## src/rtl/piso_pkg.sv

```systemverilog
// piso_pkg: shared constants and types for the parallel-in serial-out bit feeder.
//   WIDTH_DEFAULT : default word width in bits
//   state_t       : feeder FSM states (IDLE, SHIFT)
package piso_pkg;

  localparam int unsigned WIDTH_DEFAULT = 8;

  typedef enum logic [0:0] {
    IDLE  = 1'b0,
    SHIFT = 1'b1
  } state_t;

endpackage

```

## src/rtl/piso_bit_feeder.sv

```systemverilog
// piso_bit_feeder: accepts parallel words over a valid/ready handshake and
// serialises them one bit per cycle, with a one-word holding register so that
// consecutive words stream out with no idle cycle between them.
//
// Ports:
//   clk_i        in   clock, all state changes on the rising edge
//   rst_i        in   synchronous active-high reset
//   word_i       in   WIDTH-bit parallel word
//   word_valid_i in   word_i is valid
//   word_ready_o out  a word can be accepted this cycle (registered decode)
//   data_o       out  serial bit (0 when no word is being shifted)
//   data_valid_o out  data_o carries a word bit this cycle
//   last_o       out  data_o is the final bit of the current word
module piso_bit_feeder
  import piso_pkg::*;
#(
  parameter int unsigned WIDTH     = WIDTH_DEFAULT,
  parameter bit          MSB_FIRST = 1'b1
) (
  input  logic             clk_i,
  input  logic             rst_i,
  input  logic [WIDTH-1:0] word_i,
  input  logic             word_valid_i,
  output logic             word_ready_o,
  output logic             data_o,
  output logic             data_valid_o,
  output logic             last_o
);

  localparam int unsigned CW = (WIDTH > 1) ? $clog2(WIDTH) : 1;
  localparam logic [CW-1:0] CNT_LAST = CW'(WIDTH - 1);

  state_t           state;
  logic [WIDTH-1:0] shreg;
  logic [WIDTH-1:0] hold_q;
  logic [CW-1:0]    cnt;
  logic             hold_vld;

  logic             accept;
  logic             cnt_last;
  logic             out_bit;
  logic [WIDTH-1:0] shifted;

  // Ready depends only on the hold flag, so a word is accepted whenever the
  // holding register is free; in IDLE and on the last bit it goes straight
  // into the shift register instead.
  assign accept   = word_valid_i && !hold_vld;
  assign cnt_last = (cnt == CNT_LAST);

  always_comb begin
    shifted = shreg;
    out_bit = 1'b0;
    if (MSB_FIRST) begin
      shifted = {shreg[WIDTH-2:0], 1'b0};
      out_bit = shreg[WIDTH-1];
    end else begin
      shifted = {1'b0, shreg[WIDTH-1:1]};
      out_bit = shreg[0];
    end
  end

  always_ff @(posedge clk_i) begin
    if (rst_i) begin
      state    <= IDLE;
      cnt      <= '0;
      shreg    <= '0;
      hold_q   <= '0;
      hold_vld <= 1'b0;
    end else begin
      unique case (state)
        IDLE: begin
          if (accept) begin
            shreg <= word_i;
            cnt   <= '0;
            state <= SHIFT;
          end
        end
        SHIFT: begin
          if (!cnt_last) begin
            shreg <= shifted;
            cnt   <= cnt + 1'b1;
            if (accept) begin
              hold_q   <= word_i;
              hold_vld <= 1'b1;
            end
          end else if (hold_vld) begin
            // Held word takes over on the very next cycle.
            shreg    <= hold_q;
            hold_vld <= 1'b0;
            cnt      <= '0;
          end else if (accept) begin
            // Bypass: word offered on the last bit skips the holding register.
            shreg <= word_i;
            cnt   <= '0;
          end else begin
            state <= IDLE;
          end
        end
        default: state <= IDLE;
      endcase
    end
  end

  assign word_ready_o = !hold_vld;
  assign data_valid_o = (state == SHIFT);
  assign data_o       = (state == SHIFT) && out_bit;
  assign last_o       = (state == SHIFT) && cnt_last;

endmodule

```

## config.mk

```make
export PLATFORM = sky130hd
export DESIGN_NAME = piso_bit_feeder
export DESIGN_NICKNAME = d
export VERILOG_FILES = /design/src/rtl/piso_pkg.sv /design/src/rtl/piso_bit_feeder.sv
export SDC_FILE = /design/constraint.sdc
export NUM_CORES = 1
export LEC_CHECK = 0
export ABC_AREA = 1
export BUFFER_PORTS_ARGS = -buffer_cell sky130_fd_sc_hd__buf_4
export CAP_MARGIN = 20
export CELL_PAD_IN_SITES_DETAIL_PLACEMENT = 1
export CELL_PAD_IN_SITES_GLOBAL_PLACEMENT = 1
export CORE_AREA = 2 2 70 72
export CTS_CLUSTER_SIZE = 8
export DETAILED_ROUTE_END_ITERATION = 10
export DIE_AREA = 0 0 72 74
export PLACE_DENSITY_LB_ADDON = 0.1
export REMOVE_ABC_BUFFERS = 1
export SLEW_MARGIN = 20
export SYNTH_ARGS = -nofsm -noshare
export SYNTH_HDL_FRONTEND = slang
export SYNTH_SLANG_ARGS = --single-unit
export TNS_END_PERCENT = 10
```

## constraint.sdc

```tcl
create_clock -name clk_i -period 2.36 [get_ports clk_i]
set_input_delay 0.118 -clock clk_i [delete_from_list [all_inputs] [get_ports clk_i]]
set_output_delay 0.118 -clock clk_i [all_outputs]
set_load 0.02 [all_outputs]
```

; Word-level counts from Yosys, hierarchy flattened
; Index checks and enable logic that the tools add are counted.
[totals]
register_bits = 21
out_inout_bits = 4
wordCells = 30
in_bits = 11
[classes]
muxes = 14
bitwise = 2
reduce_logical = 7
add_sub_neg = 1
n_eq_ne = 1
[op_table]
columns = op, n
row1 = 8-bit 2-to-1 mux, 3
row2 = 8-bit one-hot mux with 2 select lines, 1
row3 = 3-bit 2-to-1 mux, 3
row4 = 3-bit one-hot mux with 2 select lines, 1
row5 = 1-bit 2-to-1 mux, 5
row6 = "3-bit by 1-bit adder with 3-bit output, second input constant", 1
row7 = "3-bit == test, second input constant", 1
row8 = 1-bit logical AND, 3
row9 = 3-bit AND reduction, 1
row10 = 1-bit NOT, 2
row11 = 1-bit one-hot mux with 2 select lines, 1
row12 = 2-bit AND reduction, 1
row13 = 2-bit nonzero test, 1
row14 = 1-bit logical NOT, 1

; Logic depth before layout (Yosys ltp)
[depth]
depth_word = 6
mapped_depth = 7
ltp_nobuf = 7

; Worst setup path before layout
; OpenSTA, ideal clock, no wires.
[synth_path]
path_kind = reg-to-reg
startpoint = register cnt[0]
endpoint = register cnt[0]
period_less_slack_ps = 1297
n_path_buf = 0
setup_time_ps = 70
required_ps = 2290
slack_ps = 1063
arrival_time_ps = 1227
stages_incl_launch_ff = 7
cell_sequence = dfxtp_1 -> ha_1 -> ha_1 -> inv_1 -> nand2_2 -> or2_0 -> a21oi_1
[synth_between]
elab_chain_len = 4
elab_cells_between_ends = 6
classes_between = add/sub (1) / eq/ne (1) / mux (4)
[synth_lines]
columns = item, line_no
row1 = start: declaration, piso_bit_feeder.sv:36  ; logic [CW-1:0] cnt;
row2 = start signal: assignment, piso_bit_feeder.sv:81  ; cnt <= cnt + 1'b1;
row3 = "parallel branches: the longest is 3 deep, another holds 3-bit by 1-bit adder with 3-bit output", n/a
row4 = 3-bit one-hot mux with 2 select lines *, piso_bit_feeder.sv:70  ; unique case (state)
; Mark *: on every way between the ends.
; A chain may end at the register's enable or synchronous reset.

; Final worst setup path
; Ends and elaborated chain as after synthesis.

==> impl_metrics.env <==
export IMPL_dr_pass1_iters=2
export IMPL_cts_inserted_buffers=3
export IMPL_place_area_mm2=0.00126
export IMPL_syn_cell_area_mm2=0.00112
export IMPL_fin_setup_tns_ps=0
export IMPL_rsz0062_at_grt="false"
export IMPL_clock_sinks=21
export IMPL_grtUsageMet1=0.169
export IMPL_met2_usage=0.237
export IMPL_slew_headroom=0.617
export IMPL_drc=0
export IMPL_die_h_um=74
export IMPL_hold_viol=0
export IMPL_antenna_cells=0
export IMPL_portBuffers=14
export IMPL_busiest_layer="met2"
export IMPL_tightestPinTransition_ps=573
export IMPL_syn2layout_area_growth_pct=16.4
export IMPL_grt_pass1_vias=1151
export IMPL_clkTransAtPathRegs_ps=90
export IMPL_clockRootBuffer="clkbuf_8"
export IMPL_cts_resized=0
export IMPL_fin_crit_ps=1520
export IMPL_ctsHoldBuffers=0
export IMPL_clkPwrFrac=0.318
export IMPL_cts_tree="built"
export IMPL_dp_hpwl_um=2430
export IMPL_cap_violations=0
export IMPL_outcome="complete, no violations"
export IMPL_hold_class="input pin to register"
export IMPL_ys_ff_latch=21
export IMPL_nets=200
export IMPL_seq_area_frac_synth=0.375
export IMPL_max_freq_mhz=658
export IMPL_synth_edff_count=0
export IMPL_gr_usage_all_layers=0.137
export IMPL_ys_types=20
export IMPL_fin_area_mm2=0.00131
export IMPL_synth_top_cell_by_area="dfxtp_1"
export IMPL_core_mm2=0.00460
export IMPL_power_density_mw_per_mm2=607
export IMPL_yosysMostFrequentCell="nor2_1"
export IMPL_synth_area_leaders="dfxtp_1, nor2_1, nand2_1, nand3_1, inv_1"
export IMPL_grt_ovfl_total=0
export IMPL_finalSetupViolations=0
export IMPL_seqPwrFrac=0.506
export IMPL_drt_antenna_violating_nets=0
export IMPL_criticalPathCategory="register to register"
export IMPL_switching_share=0.304
export IMPL_grt_pass1_wl_um=5510
export IMPL_antenna_found_initial=0
export IMPL_insertion_delay_ps=270
export IMPL_vias_per_cell=4.62
export IMPL_dieArea_mm2=0.00533
export IMPL_p_int_mw=0.551
export IMPL_yosysTopAreaCellShare=0.375
export IMPL_cp_arrival_ps=1720
export IMPL_final_layout_size_suffix_gt1_frac=0.135
export IMPL_yosys_warnings=0
export IMPL_die_w_um=72
export IMPL_cp_end_kind="register"
export IMPL_fin_crit_sh=0.644
export IMPL_rows=25
export IMPL_place_gp_congestion=0.774
export IMPL_start_util=0.244
export IMPL_slew_violations=0
export IMPL_skew_ps=4.48
export IMPL_postSynthCellCount=172
export IMPL_ir_drop_v=0.000165
export IMPL_grt_met3_usage=0.0230
export IMPL_synthFlopType="dfxtp_1"
export IMPL_post_cts_buffers=0
export IMPL_wl_um=3270
export IMPL_combPwrFrac=0.176
export IMPL_async_flop_share=0
export IMPL_vias=1103
export IMPL_detail_route_wl_per_cell_um=13.7
export IMPL_cp_required_ps=2560
export IMPL_ctsLongestPathBuffers=2
export IMPL_grt_max_degree=17
export IMPL_io_pins=15
export IMPL_synth_commonest_cells="nor2_1, nand2_1, inv_1"
export IMPL_setup_worst_path_start_class="register"
export IMPL_p_leak_nw=0.591
export IMPL_power_switching_mw=0.241
export IMPL_avgSynthCellArea_um2=6.52
export IMPL_htree_levels=1
export IMPL_crit_fanout=8
export IMPL_drt_iter0_markers=26
==> worst paths after layout <==
path	startpoint	endpoint	slack, ps	cells past startpoint
worst max-delay path	cnt[0]	cnt[0]	840	6
worst min-delay path	rst_i	shreg[5]	100	2
worst max register to register	cnt[0]	cnt[0]	840	6
worst min register to register	hold_q[3]	hold_q[3]	510	2
==> layout make-up <==
type | count | area [um^2]
well taps | 54 | 67.6
fillers | 587 | 3290
repair buffers | 15 | 113
clock buffers | 3 | 41.3
flip-flops and latches | 21 | 420
clock inverters | 1 | 5.00
multi-input cells | 121 | 563
inverters | 24 | 95.1
==> flip-flops by register name, indices dropped and copies added (netlist names) <==
name / flops
shreg: 8
hold_vld: 1
hold_q: 8
data_valid_o: 1
cnt: 3
==> cells by family (layout without fill, tap and decap cells) <==
logic type | after synthesis | in the layout | share of synthesized area
AO/OA/AOI/OAI | 23 | 23 | 0.103
adder cells (fa/ha/maj) | 3 | 3 | 0.0335
buffers and inverters | 30 | 43 | 0.123
flip-flops | 21 | 21 | 0.375
AND/OR/NAND/NOR | 95 | 95 | 0.366
==> cell usage in the layout, fill, tap and decap left out <==
master,Yosys,layout
nor2_1,43,43
nand2_1,29,29
inv_1,22,22
dfxtp_1,21,21
nand3_1,17,17
buf_4,3,15
a21oi_1,12,12
o21ai_0,11,11
ha_1,3,3
clkbuf_8,0,3
inv_2,1,1
nor2_8,1,1
nor2_2,1,1
nand2_4,1,1
clkinv_4,1,1
nand2_2,1,1
nor3_1,1,1
or2_0,1,1
clkinv_2,0,1
==> critical path, cell delays in order (launching register included) <==
cell     delay [ps]
dfxtp_1         330
ha_1            220
ha_1            230
inv_1           120
nand2_2         150
or2_0           250
a21oi_1         140
==> per-layer routing <==
metal	routed length, um	vias to the layer above	part of all wire
met5	0	-	0
met4	61	0	0.019
met3	84	6	0.026
met2	1550	14	0.47
met1	1580	522	0.48
li1	-	561	-
==> per-stage QoR <==
step	utilization	hold slack [ps]	setup slack, ps	std cells	total power, mW
after CTS	0.284	91.6	812	239	0.807
after global routing	0.284	96.0	655	239	0.843
final	0.284	96.2	841	239	0.792
after detailed placement	0.274	386	833	235	0.552
after global placement	0.274	383	872	235	0.547
after floorplan	-	187	1050	166	0.491
==> power by group through the flow <==
| stage | Clock [mW] | Sequential (mW) | Combinational (mW) |
|---|---|---|---|
| 5_1_grt | 0.276 | 0.405 | 0.161 |
| 3_3_place_gp | 0 | 0.409 | 0.138 |
| 4_1_cts | 0.263 | 0.401 | 0.143 |
| 2_1_floorplan | 0 | 0.404 | 0.0879 |
| 6_report | 0.252 | 0.401 | 0.140 |
| 3_5_place_dp | 0 | 0.409 | 0.142 |
Power figures use the tool's default switching activity.
